==> src/rtl/if_fetch_stage.sv <==
// Purpose : instruction-fetch stage; owns the PC, drives imem, latches the IF/ID register.
// Latency : instruction at imem_pc appears on ifid_* one cycle after the PC is presented.
// Backpr. : stall holds PC and IF/ID; redirect overrides stall/halt; halt freezes fetch.
//
// Ports
//   clk, rst_n          single clock, synchronous active-low reset
//   stall, flush        hazard-unit hold / bubble insertion into IF/ID
//   redirect_valid/_pc  taken branch or jump from a later stage (byte target)
//   halt                decode saw HALT; fetch freezes until redirect or reset
//   imem_pc/imem_instr  byte address to imem / combinational instruction back
//   ifid_*              IF/ID pipeline register (valid, instr, pc, pc+2 link)
//   misalign_err        one-cycle pulse after a redirect to an odd address
//   fetch_count         fetched-instruction counter
//
// Optional feature: define IF_PERF_CNT_EN to build the fetch counter;
// otherwise fetch_count is tied to zero.

module if_fetch_stage #(
    parameter logic [15:0] RESET_PC   = 16'h0000,
    parameter int          IMEM_BYTES = 64
) (
    input  logic        clk,
    input  logic        rst_n,
    input  logic        stall,
    input  logic        flush,
    input  logic        redirect_valid,
    input  logic [15:0] redirect_pc,
    input  logic        halt,
    output logic [15:0] imem_pc,
    input  logic [15:0] imem_instr,
    output logic        ifid_valid,
    output logic [15:0] ifid_instr,
    output logic [15:0] ifid_pc,
    output logic [15:0] ifid_pc_plus2,
    output logic        misalign_err,
    output logic [15:0] fetch_count
);

    // IMEM_BYTES is a power of two, so "mod IMEM_BYTES" is a mask. Bit 0 is
    // also cleared wherever a PC is formed so instructions stay halfword aligned.
    localparam logic [15:0] ADDR_MASK  = 16'(IMEM_BYTES - 1);
    localparam logic [15:0] ALIGN_MASK = ADDR_MASK & 16'hFFFE;
    localparam logic [15:0] PC_INIT    = RESET_PC & ALIGN_MASK;

    typedef enum logic [1:0] {
        ST_BOOT   = 2'd0,
        ST_RUN    = 2'd1,
        ST_HALTED = 2'd2
    } state_t;

    state_t      state, state_nxt;
    logic [15:0] pc, pc_nxt;
    logic [15:0] pc_inc;
    logic [15:0] redir_tgt;
    logic        valid_nxt;
    logic [15:0] instr_nxt;
    logic [15:0] ifid_pc_nxt;
    logic [15:0] ifid_plus2_nxt;
    logic        misalign_nxt;

    assign pc_inc    = (pc + 16'd2) & ADDR_MASK;
    assign redir_tgt = redirect_pc & ALIGN_MASK;

    // pc only ever holds masked values, so the upper address bits are zero.
    assign imem_pc = pc;

    // ------------------------------------------------------------------
    // State register
    // ------------------------------------------------------------------
    always_ff @(posedge clk) begin
        if (!rst_n) begin
            state <= ST_BOOT;
        end else begin
            state <= state_nxt;
        end
    end

    // ------------------------------------------------------------------
    // Next-state and next-value logic.
    // Priority in RUN/HALTED: redirect > halt > stall > normal; flush only
    // kills the valid bit and never affects the PC.
    // ------------------------------------------------------------------
    always_comb begin
        state_nxt      = state;
        pc_nxt         = pc;
        valid_nxt      = ifid_valid;
        instr_nxt      = ifid_instr;
        ifid_pc_nxt    = ifid_pc;
        ifid_plus2_nxt = ifid_pc_plus2;
        misalign_nxt   = 1'b0;

        unique case (state)
            ST_BOOT: begin
                // One dead cycle while imem settles on the reset PC; every
                // input other than rst_n is ignored here.
                valid_nxt = 1'b0;
                state_nxt = ST_RUN;
            end

            ST_RUN: begin
                if (redirect_valid) begin
                    pc_nxt       = redir_tgt;
                    valid_nxt    = 1'b0;
                    misalign_nxt = redirect_pc[0];
                end else if (halt) begin
                    // PC holds so imem_pc stays frozen on the next fetch address.
                    state_nxt = ST_HALTED;
                    valid_nxt = 1'b0;
                end else if (stall) begin
                    if (flush) begin
                        valid_nxt = 1'b0;
                    end
                end else begin
                    pc_nxt         = pc_inc;
                    valid_nxt      = !flush;
                    instr_nxt      = imem_instr;
                    ifid_pc_nxt    = pc;
                    ifid_plus2_nxt = pc_inc;
                end
            end

            ST_HALTED: begin
                valid_nxt = 1'b0;
                if (redirect_valid) begin
                    pc_nxt       = redir_tgt;
                    misalign_nxt = redirect_pc[0];
                    state_nxt    = ST_RUN;
                end
            end

            default: begin
                state_nxt = ST_BOOT;
                valid_nxt = 1'b0;
            end
        endcase
    end

    // ------------------------------------------------------------------
    // PC and IF/ID register
    // ------------------------------------------------------------------
    always_ff @(posedge clk) begin
        if (!rst_n) begin
            pc            <= PC_INIT;
            ifid_valid    <= 1'b0;
            ifid_instr    <= 16'h0000;
            ifid_pc       <= 16'h0000;
            ifid_pc_plus2 <= 16'h0000;
            misalign_err  <= 1'b0;
        end else begin
            pc            <= pc_nxt;
            ifid_valid    <= valid_nxt;
            ifid_instr    <= instr_nxt;
            ifid_pc       <= ifid_pc_nxt;
            ifid_pc_plus2 <= ifid_plus2_nxt;
            misalign_err  <= misalign_nxt;
        end
    end

    // ------------------------------------------------------------------
    // Fetch counter: increments exactly when a real instruction is written
    // into IF/ID (normal advance without flush).
    // ------------------------------------------------------------------
`ifdef IF_PERF_CNT_EN
    logic        fetch_wr;
    logic [15:0] fetch_cnt_q;

    assign fetch_wr = (state == ST_RUN) && !redirect_valid && !halt && !stall && !flush;

    always_ff @(posedge clk) begin
        if (!rst_n) begin
            fetch_cnt_q <= 16'h0000;
        end else if (fetch_wr) begin
            fetch_cnt_q <= fetch_cnt_q + 16'd1;
        end
    end

    assign fetch_count = fetch_cnt_q;
`else
    assign fetch_count = 16'h0000;
`endif

endmodule

==> config.mk <==
export PLATFORM = sky130hd
export DESIGN_NAME = if_fetch_stage
export DESIGN_NICKNAME = d
export VERILOG_FILES = /design/src/rtl/if_fetch_stage.sv
export SDC_FILE = /design/constraint.sdc
export NUM_CORES = 1
export LEC_CHECK = 0
export ABC_AREA = 1
export CORE_ASPECT_RATIO = 1.5
export CORE_MARGIN = 1
export CORE_UTILIZATION = 37
export CTS_CLUSTER_SIZE = 12
export DETAILED_ROUTE_END_ITERATION = 8
export GPL_ROUTABILITY_DRIVEN = 0
export PLACE_DENSITY = 0.81
export SETUP_SLACK_MARGIN = 0.05
export SYNTH_ARGS = -nofsm -noshare
export SYNTH_HDL_FRONTEND = slang
export SYNTH_SLANG_ARGS = --single-unit
==> constraint.sdc <==
create_clock -name clk -period 1.55 [get_ports clk]
set_input_delay 0.465 -clock clk [delete_from_list [all_inputs] [get_ports clk]]
set_output_delay 0.465 -clock clk [all_outputs]
set_load 0.02 [all_outputs]
==> results.json, run 1 <==
{
  "yosys.area_share.adder": 0.0316,
  "fin_skew_ps": 5.71,
  "die_area_mm2": 0.00565,
  "ys_seq_area_frac": 0.354,
  "final_util": 0.518,
  "worstPathRequired_ps": 1080,
  "drive_gt1_frac": 0.124,
  "yosys.area_share.simple": 0.266,
  "slowest_delay_ps": 350,
  "cp-end-kind": "output pin",
  "grt_overflow_total": 0,
  "clkLatencyLatePin_ps": 290,
  "cp_slowest_cell": "dfxtp_1",
  "drt_wl_total_mm": 4.39,
  "leakagePower_nw": 1.31,
  "finalNonFillerCells": 407,
  "grt_max_degree": 28,
  "fin_tns_setup_ps": 0,
  "fillers": 531,
  "status": "finished, final reports clean",
  "postSynthRegisterBits": 35,
  "fin_crit_sh": 0.931,
  "finalPower_mw": 2.49,
  "grtUsageTotal": 0.158,
  "avgSynthCellArea_um2": 7.49,
  "slew_viol_final": 0,
  "peakVddDrop_mv": 0.695,
  "worstSetupPathType": "reg2out",
  "synthCells": 264,
  "p_per_area_mw_per_mm2": 937,
  "synth_xor_xnor_area_share": 0,
  "routedWlPerCell_um": 10.8,
  "diodes": 0,
  "worstPathArrival_ps": 980,
  "whs_ps": 456,
  "antenna_left": 0,
  "finalSetupViolations": 0,
  "cts_tree": "done",
  "die_width_um": 61.7,
  "seqCellArea_um2": 701,
  "num-nets-final": 381,
  "syn_to_final_growth_pct": 34.3,
  "clk_pin_slew_worst_paths_ps": 70,
  "max_cap_viol_count": 0,
  "antenna_found_initial": 0,
  "cts_hold_buffers": 0,
  "dp_slack_ps": -221,
  "synth-compound-area-share": 0.0917,
  "grt_pass1_vias": 1524,
  "hold_class": "reg2reg",
  "start_util": 0.386,
  "cts.path.max_buffers": 2,
  "crit_fanout": 2,
  "drt-pass1-iter-count": 4,
  "cts_buffers": 5,
  "setup_ws_ps": 106,
  "viasPerCell": 4.32,
  "grt_pass1_wl_mm": 6.60,
  "fmax_ghz": 0.693,
  "hpwl_mm": 3.25,
  "finalCriticalPeriod_ps": 1440,
  "coreArea_mm2": 0.00512,
  "cp_top_family": "flip-flops",
  "yosysWarningCount": 0,
  "ios": 120,
  "hold_viol_final": 0,
  "drc": 0,
  "multiInputGateArea_um2": 971,
  "clock-sinks": 35,
  "synth_cell_type_count": 26,
  "mostFrequentLayoutCells": "nand2_1, conb_1, dfxtp_1, dlygate4sd2_1, nand3_1",
  "portBuffers": 60,
  "path_cells": "dlygate4sd2_1",
  "dpl_cell_area_mm2": 0.00254,
  "rows": 32,
  "synth_top_family_by_area": "simple AND/OR/NAND/NOR gates",
  "fin_area_mm2": 0.00266,
  "drtIter0Drc": 38,
  "rsz0062_at_grt": "true",
  "htreeDepth": 2,
  "num_vias": 1760,
  "synthMuxAreaShare": 0,
  "cp-start-kind": "flip-flop",
  "dp.cells": 397,
  "cts.root.buffer_cell": "clkbuf_8",
  "die_h_um": 91.6,
  "syn_area_mm2": 0.00198,
  "worst-path-buf-inv": 1,
  "final_common_cell": "nand2_1"
}
[synth_stat cells]
cell	count	share of area
buf_1	2	0.0038
a21oi_1	24	0.061
nand2_1	59	0.11
or2_1	1	0.0032
or2_2	1	0.0032
o21ai_2	1	0.0044
nor2_1	18	0.034
buf_4	50	0.19
nand2_2	2	0.0063
dfxtp_1	35	0.35
nor3_1	2	0.0051
inv_1	14	0.027
nand3_2	1	0.0051
ha_1	5	0.032
a211oi_2	1	0.0063
nand4_1	2	0.0063
conb_1	1	0.0019
nor2_4	2	0.011
buf_6	5	0.028
o21ai_0	1	0.0025
nand2_4	1	0.0057
clkbuf_1	1	0.0019
nand3_1	28	0.071
inv_2	2	0.0038
nor2_2	1	0.0032
a21oi_2	4	0.018
[what timing repair did]
action                                  in CTS  in global routing
pin swaps                                    0                  1
buffers inserted                             0                  1
hold endpoints to repair                     0                  0
gates cloned                                 0                  1
endpoints found under the setup margin      33                 15
resized for setup                           33                  7
[flip-flops by register name, indices dropped and copies added, names as in the netlist]
register       cells
ifid_instr        16
ifid_valid         1
ifid_pc_plus2      5
state              2
misalign_err       1
ifid_pc            5
imem_pc            5
[logic make-up (layout without fill, tap and decap cells)]
| family | count (synthesis) | in the layout |
|---|---|---|
| buffers and inverters | 74 | 101 |
| AO/OA/AOI/OAI | 31 | 31 |
| AND/OR/NAND/NOR | 118 | 118 |
| adder cells (fa/ha/maj) | 5 | 5 |
| flip-flops | 35 | 35 |
| other | 1 | 49 |
[routing by layer]
metal / global-route usage / wire, um / up-vias
li1: - / - / 888
met4: 0.0667 / 94 / 0
met1: 0.155 / 1660 / 776
met5: 0 / 0 / -
met3: 0.0456 / 321 / 8
met2: 0.289 / 2320 / 88
[worst paths after layout]
path                                    from                            end  slack [ps]  cells after the start
setup / recovery  ifid_instr[8]$_SDFFE_PN0P_                  ifid_instr[8]         110                      1
setup reg to reg       state[1]$_SDFFE_PN0P_  ifid_pc_plus2[3]$_SDFFE_PN0P_         130                      7
hold reg to reg      ifid_valid$_SDFFE_PP0P_        ifid_valid$_SDFFE_PP0P_         460                      2
hold / removal       ifid_valid$_SDFFE_PP0P_        ifid_valid$_SDFFE_PP0P_         460                      2
[power by group]
part,leakage (nW),switching [mW],internal (mW)
sequential,0.284,0.0315,0.961
combinational,0.977,0.541,0.325
clock,0.0477,0.324,0.307
[layout make-up]
cell class | instances | share of cell area
Tap cell | 68 | 0.0320
Sequential cell | 35 | 0.264
Multi-Input combinational cell | 203 | 0.366
Clock buffer | 5 | 0.0259
Clock inverter | 3 | 0.00565
Inverter | 16 | 0.0226
Timing Repair Buffer | 77 | 0.285
(Power assumes the default switching activity.)
==> run 2, diff against run 1 <==
--- a/config.mk
+++ b/config.mk
@@ -8,11 +8,12 @@
 export ABC_AREA = 1
 export CORE_ASPECT_RATIO = 1.5
 export CORE_MARGIN = 1
-export CORE_UTILIZATION = 37
+export CORE_UTILIZATION = 38
+export CTS_BUF_LIST = sky130_fd_sc_hd__clkbuf_4
 export CTS_CLUSTER_SIZE = 12
 export DETAILED_ROUTE_END_ITERATION = 8
 export GPL_ROUTABILITY_DRIVEN = 0
-export PLACE_DENSITY = 0.81
+export PLACE_DENSITY = 0.83
 export SETUP_SLACK_MARGIN = 0.05
 export SYNTH_ARGS = -nofsm -noshare
 export SYNTH_HDL_FRONTEND = slang
==> run 2 against run 1 <==
Flip-flop and latch count unchanged. Hold slack better by 7.5 ps. Via count up 1.2%. Combinational power down 4.4%. Fmax down 1.3%. Non-clock buffer count up 4. Register-to-register slack better by 60 ps. Cell count up 0.25%.
==> results.json, run 2 (synthesized netlist as in run 1, its figures left out) <==
{
  "die_area_mm2": 0.00550,
  "internal_power_mw": 1.43,
  "finalCriticalPeriod_ps": 1460,
  "hpwl_mm": 3.37,
  "rsz0062_at_grt": "true",
  "max_cap_viol_count": 0,
  "htreeDepth": 2,
  "cts.path.max_buffers": 2,
  "cp_top_family": "flip-flops",
  "gr-max-usage-layer": "met2",
  "drc": 0,
  "switching_share": 0.374,
  "worstSetupPathType": "reg2out",
  "slowest_delay_ps": 380,
  "p_per_area_mw_per_mm2": 903,
  "fin_area_mm2": 0.00253,
  "finalSetupViolations": 0,
  "num_vias": 1781,
  "fin_skew_ps": 15.7,
  "antenna_found_initial": 0,
  "start_util": 0.402,
  "use_met1": 0.151,
  "seqCellArea_um2": 702,
  "drtIter0Drc": 38,
  "num-nets-final": 385,
  "ios": 120,
  "syn_to_final_growth_pct": 28.1,
  "worstPathArrival_ps": 1000,
  "grt_max_degree": 18,
  "clock-sinks": 35,
  "finalPower_mw": 2.29,
  "multiInputGateArea_um2": 960,
  "routedWlPerCell_um": 10.5,
  "cp-end-kind": "output pin",
  "fin_crit_sh": 0.944,
  "clkPwrFrac": 0.202,
  "peakVddDrop_mv": 0.708,
  "clkLatencyLatePin_ps": 350,
  "antenna_left": 0,
  "grtUsageTotal": 0.154,
  "hold_class": "reg2reg",
  "mostFrequentLayoutCells": "nand2_1, conb_1, dfxtp_1, nand3_1, clkdlybuf4s50_1",
  "largest_register": "ifid_instr",
  "grt_overflow_total": 0,
  "p_comb_frac": 0.362,
  "grt_pass1_vias": 1498,
  "crit_fanout": 4,
  "viasPerCell": 4.37,
  "leakagePower_nw": 1.19,
  "largest_reg_flops": 16,
  "die_h_um": 90.4,
  "hold_viol_final": 0,
  "fmax_ghz": 0.683,
  "cp_slowest_cell": "dfxtp_2",
  "slew_viol_final": 0,
  "clk_pin_slew_worst_paths_ps": 110,
  "cts_tree": "done",
  "drive_gt1_frac": 0.205,
  "drt_wl_total_mm": 4.27,
  "grt_pass1_wl_mm": 6.40,
  "cts.root.buffer_cell": "clkbuf_4",
  "fin_tns_setup_ps": 0,
  "status": "finished, final reports clean",
  "met2_usage": 0.291,
  "pwr-share-seq": 0.436,
  "rows": 31,
  "path_cells": "clkdlybuf4s15_2",
  "cts_buffers": 5,
  "coreArea_mm2": 0.00493,
  "postCtsSetupBuffers": 0,
  "final_common_cell": "nand2_1",
  "dpl_cell_area_mm2": 0.00259,
  "met3_usage": 0.0387,
  "worst-path-buf-inv": 1,
  "p_switching_mw": 0.857,
  "fillers": 499,
  "diodes": 0,
  "portBuffers": 60,
  "cp-start-kind": "flip-flop",
  "cts_hold_buffers": 0,
  "drt-pass1-iter-count": 6,
  "worstPathRequired_ps": 1080,
  "die_width_um": 60.9
}
## run 2: cell types whose count changed in the layout (fill, tap and decap cells not counted), sizes merged
cell and delta:
clkbuf +22, dlymetal6s2s -1, clkinv -1, clkdlybuf4s15 +10, buf +5, dlygate4sd2 -33
clkdlybuf4s50 +1
## run 2: power by group through the flow
stage | combinational, mW | sequential, mW | clock, mW
after global placement | 0.839 | 1.02 | 0
after floorplan | 0.546 | 1.10 | 0
after detailed placement | 0.855 | 1.02 | 0
after CTS | 0.835 | 0.999 | 0.487
final | 0.828 | 0.998 | 0.463
after global routing | 0.919 | 1.01 | 0.531
## run 2: worst register-to-register path, stage by stage (launching register included)
cell     delay, ps
dfxtp_1        360
inv_1           90
ha_1           250
or2_1          300
nand2_4        130
nand2_1         60
nand2_1         60
nor2_1          40
## run 2: routing by layer
metal / share of wire / wire length [um]
met1: 0.37 / 1570
met2: 0.55 / 2350
met3: 0.067 / 287
met4: 0.013 / 56
met5: 0 / 0
## run 2: what timing repair did
| action | 4_1_cts | 5_1_grt |
|---|---|---|
| gates resized for setup | 58 | 36 |
| endpoints found under the hold margin | 0 | 0 |
| endpoints found under the setup margin | 33 | 34 |
## run 2: path summary, 6_finish.rpt
check / start / endpoint / slack (ps) / depth (start not counted)
max: imem_pc[5]$_SDFFE_PN0P_ / imem_pc[5] / 90 / 1
min: ifid_instr[6]$_SDFFE_PN0P_ / ifid_instr[6]$_SDFFE_PN0P_ / 460 / 2
max reg2reg: state[0]$_SDFFE_PN0P_ / imem_pc[3]$_SDFFE_PN0P_ / 190 / 7
min reg2reg: ifid_instr[6]$_SDFFE_PN0P_ / ifid_instr[6]$_SDFFE_PN0P_ / 460 / 2
## run 2: metrics by stage
stage	worst slack, ps	hold slack, ps	utilization	instances
after global placement	-152	445	0.527	401
after floorplan	271	494	-	312
after detailed placement	-196	448	0.527	401
final	86.7	464	0.515	408
after global routing	16.8	474	0.515	408
after CTS	51.0	465	0.534	408
## run 2: final cells by class
| type | instances | share of cell area |
|---|---|---|
| Timing Repair Buffer | 81 | 0.270 |
| Clock inverter | 2 | 0.00346 |
| Tap cell | 66 | 0.0326 |
| Inverter | 16 | 0.0237 |
| Clock buffer | 5 | 0.0148 |
| Sequential cell | 35 | 0.277 |
| Multi-Input combinational cell | 203 | 0.379 |
==> run 3, diff against run 2 <==
--- a/config.mk
+++ b/config.mk
@@ -13,8 +13,9 @@
 export CTS_CLUSTER_SIZE = 12
 export DETAILED_ROUTE_END_ITERATION = 8
 export GPL_ROUTABILITY_DRIVEN = 0
-export PLACE_DENSITY = 0.83
+export PLACE_DENSITY = 0.82
 export SETUP_SLACK_MARGIN = 0.05
+export SLEW_MARGIN = 40
 export SYNTH_ARGS = -nofsm -noshare
 export SYNTH_HDL_FRONTEND = slang
 export SYNTH_SLANG_ARGS = --single-unit
==> run 3 against run 2 <==
Count of clock-buffer cells in the layout rose by 2. Total power is 0.70% higher. Register-to-register slack about the same. Clock power is 9.1% higher. Routed wire length fell by 3.6%. Combinational power decreased by 2%. Largest power group unchanged.
==> results.json, run 3 (synthesized netlist as in run 1, its figures left out) <==
{
  "status": "finished, final reports clean",
  "drt-met1-wl_mm": 1.55,
  "antenna_found_initial": 0,
  "wl_met2_mm": 2.18,
  "start_util": 0.402,
  "dpl_cell_area_mm2": 0.00253,
  "cts_buffers": 5,
  "finalSetupViolations": 0,
  "largest_reg_flops": 16,
  "clk_pin_slew_worst_paths_ps": 100,
  "drive_gt1_frac": 0.185,
  "grtUsageTotal": 0.156,
  "ios": 120,
  "leakagePower_nw": 1.17,
  "drtIter0Drc": 32,
  "cts.root.buffer_cell": "clkbuf_4",
  "drt-pass1-iter-count": 4,
  "drc": 0,
  "path_cells": "clkdlybuf4s15_1",
  "cp_slowest_cell": "dfxtp_1",
  "hpwl_mm": 3.25,
  "mostFrequentLayoutCells": "nand2_1, conb_1, dfxtp_1, nand3_1, clkdlybuf4s50_1",
  "cts.path.max_buffers": 2,
  "grt_pass1_vias": 1586,
  "whs_ps": 464,
  "num-nets-final": 382,
  "hold_viol_final": 0,
  "clock-sinks": 35,
  "final_common_cell": "nand2_1",
  "cp-start-kind": "flip-flop",
  "htreeDepth": 2,
  "cp_top_family": "flip-flops",
  "viasPerCell": 4.35,
  "peakVddDrop_mv": 0.409,
  "postCtsSetupBuffers": 0,
  "slew_viol_final": 0,
  "slowest_delay_ps": 340,
  "hold_class": "reg2reg",
  "finalCriticalPeriod_ps": 1450,
  "fin_area_mm2": 0.00248,
  "fin_crit_sh": 0.938,
  "cts_tree": "done",
  "cp-end-kind": "output pin",
  "die_width_um": 60.9,
  "coreArea_mm2": 0.00493,
  "grt_overflow_total": 0,
  "rsz0062_at_grt": "true",
  "fmax_ghz": 0.688,
  "die_h_um": 90.4,
  "p_per_area_mw_per_mm2": 928,
  "final_util": 0.504,
  "worstPathArrival_ps": 990,
  "finalPower_mw": 2.30,
  "grt_pass1_wl_mm": 6.59,
  "largest_register": "ifid_instr",
  "routedWlPerCell_um": 10.1,
  "max_cap_viol_count": 0,
  "portBuffers": 60,
  "wl_met3_um": 286,
  "worst-path-buf-inv": 1,
  "diodes": 0,
  "worstPathRequired_ps": 1080,
  "clkLatencyLatePin_ps": 330,
  "fin_skew_ps": 20.1,
  "syn_to_final_growth_pct": 25.6,
  "die_area_mm2": 0.00550,
  "worstSetupPathType": "reg2out",
  "rows": 31,
  "top_layer": "met4",
  "num_vias": 1765,
  "crit_fanout": 2,
  "drt_wl_total_mm": 4.11,
  "fin_tns_setup_ps": 0,
  "grt_max_degree": 28,
  "antenna_left": 0
}
==> run 3: timing repair <==
item                                    in CTS  in global routing
hold buffers                                 0                  0
endpoints found under the setup margin      33                 32
resized for setup                           43                 43
cloned                                       0                  0
==> run 3: final timing paths <==
| path | cells past startpoint | slack [ps] | end | startpoint |
|---|---|---|---|---|
| worst min register to register | 2 | 460 | ifid_instr[11]$_SDFFE_PN0P_ | ifid_instr[11]$_SDFFE_PN0P_ |
| worst min-delay path | 2 | 460 | ifid_instr[11]$_SDFFE_PN0P_ | ifid_instr[11]$_SDFFE_PN0P_ |
| worst max-delay path | 1 | 100 | ifid_pc_plus2[2] | ifid_pc_plus2[2]$_SDFFE_PN0P_ |
| worst max register to register | 7 | 180 | imem_pc[4]$_SDFFE_PN0P_ | state[0]$_SDFFE_PN0P_ |
==> run 3: cell type report <==
type,instances,area [um2]
Clock buffer,7,52.6
Timing Repair Buffer,78,629
Tap cell,66,82.6
Fill cell,521,2440
Multi-Input combinational cell,203,955
Inverter,16,60.1
Sequential cell,35,701
Clock inverter,1,5.00
==> run 3: where the power goes <==
group / internal, mW / switching [mW] / total [mW] / leakage, nW
registers: 0.960 / 0.0322 / 0.992 / 0.284
clock network: 0.212 / 0.293 / 0.505 / 0.0361
logic: 0.293 / 0.515 / 0.808 / 0.849
==> run 3: worst reg2reg max path, stage by stage, from the launching register on <==
cell     delay (ps)
dfxtp_1         370
inv_1            90
ha_1            250
or2_1           280
nand2_2         150
nand2_1          70
nand2_1          60
nor2_1           40
==> run 3: layer usage <==
metal,vias to the layer above,GRT usage
li1,894,-
met1,780,0.151
met2,81,0.288
met3,10,0.0415
met4,0,0.0701
met5,-,0
==> run 3: stage by stage <==
stage	setup WS, ps	std cells
global route	19.7	406
global placement	-183	398
floorplan	271	312
CTS	20.1	406
detailed placement	-185	398
finish	95.9	406
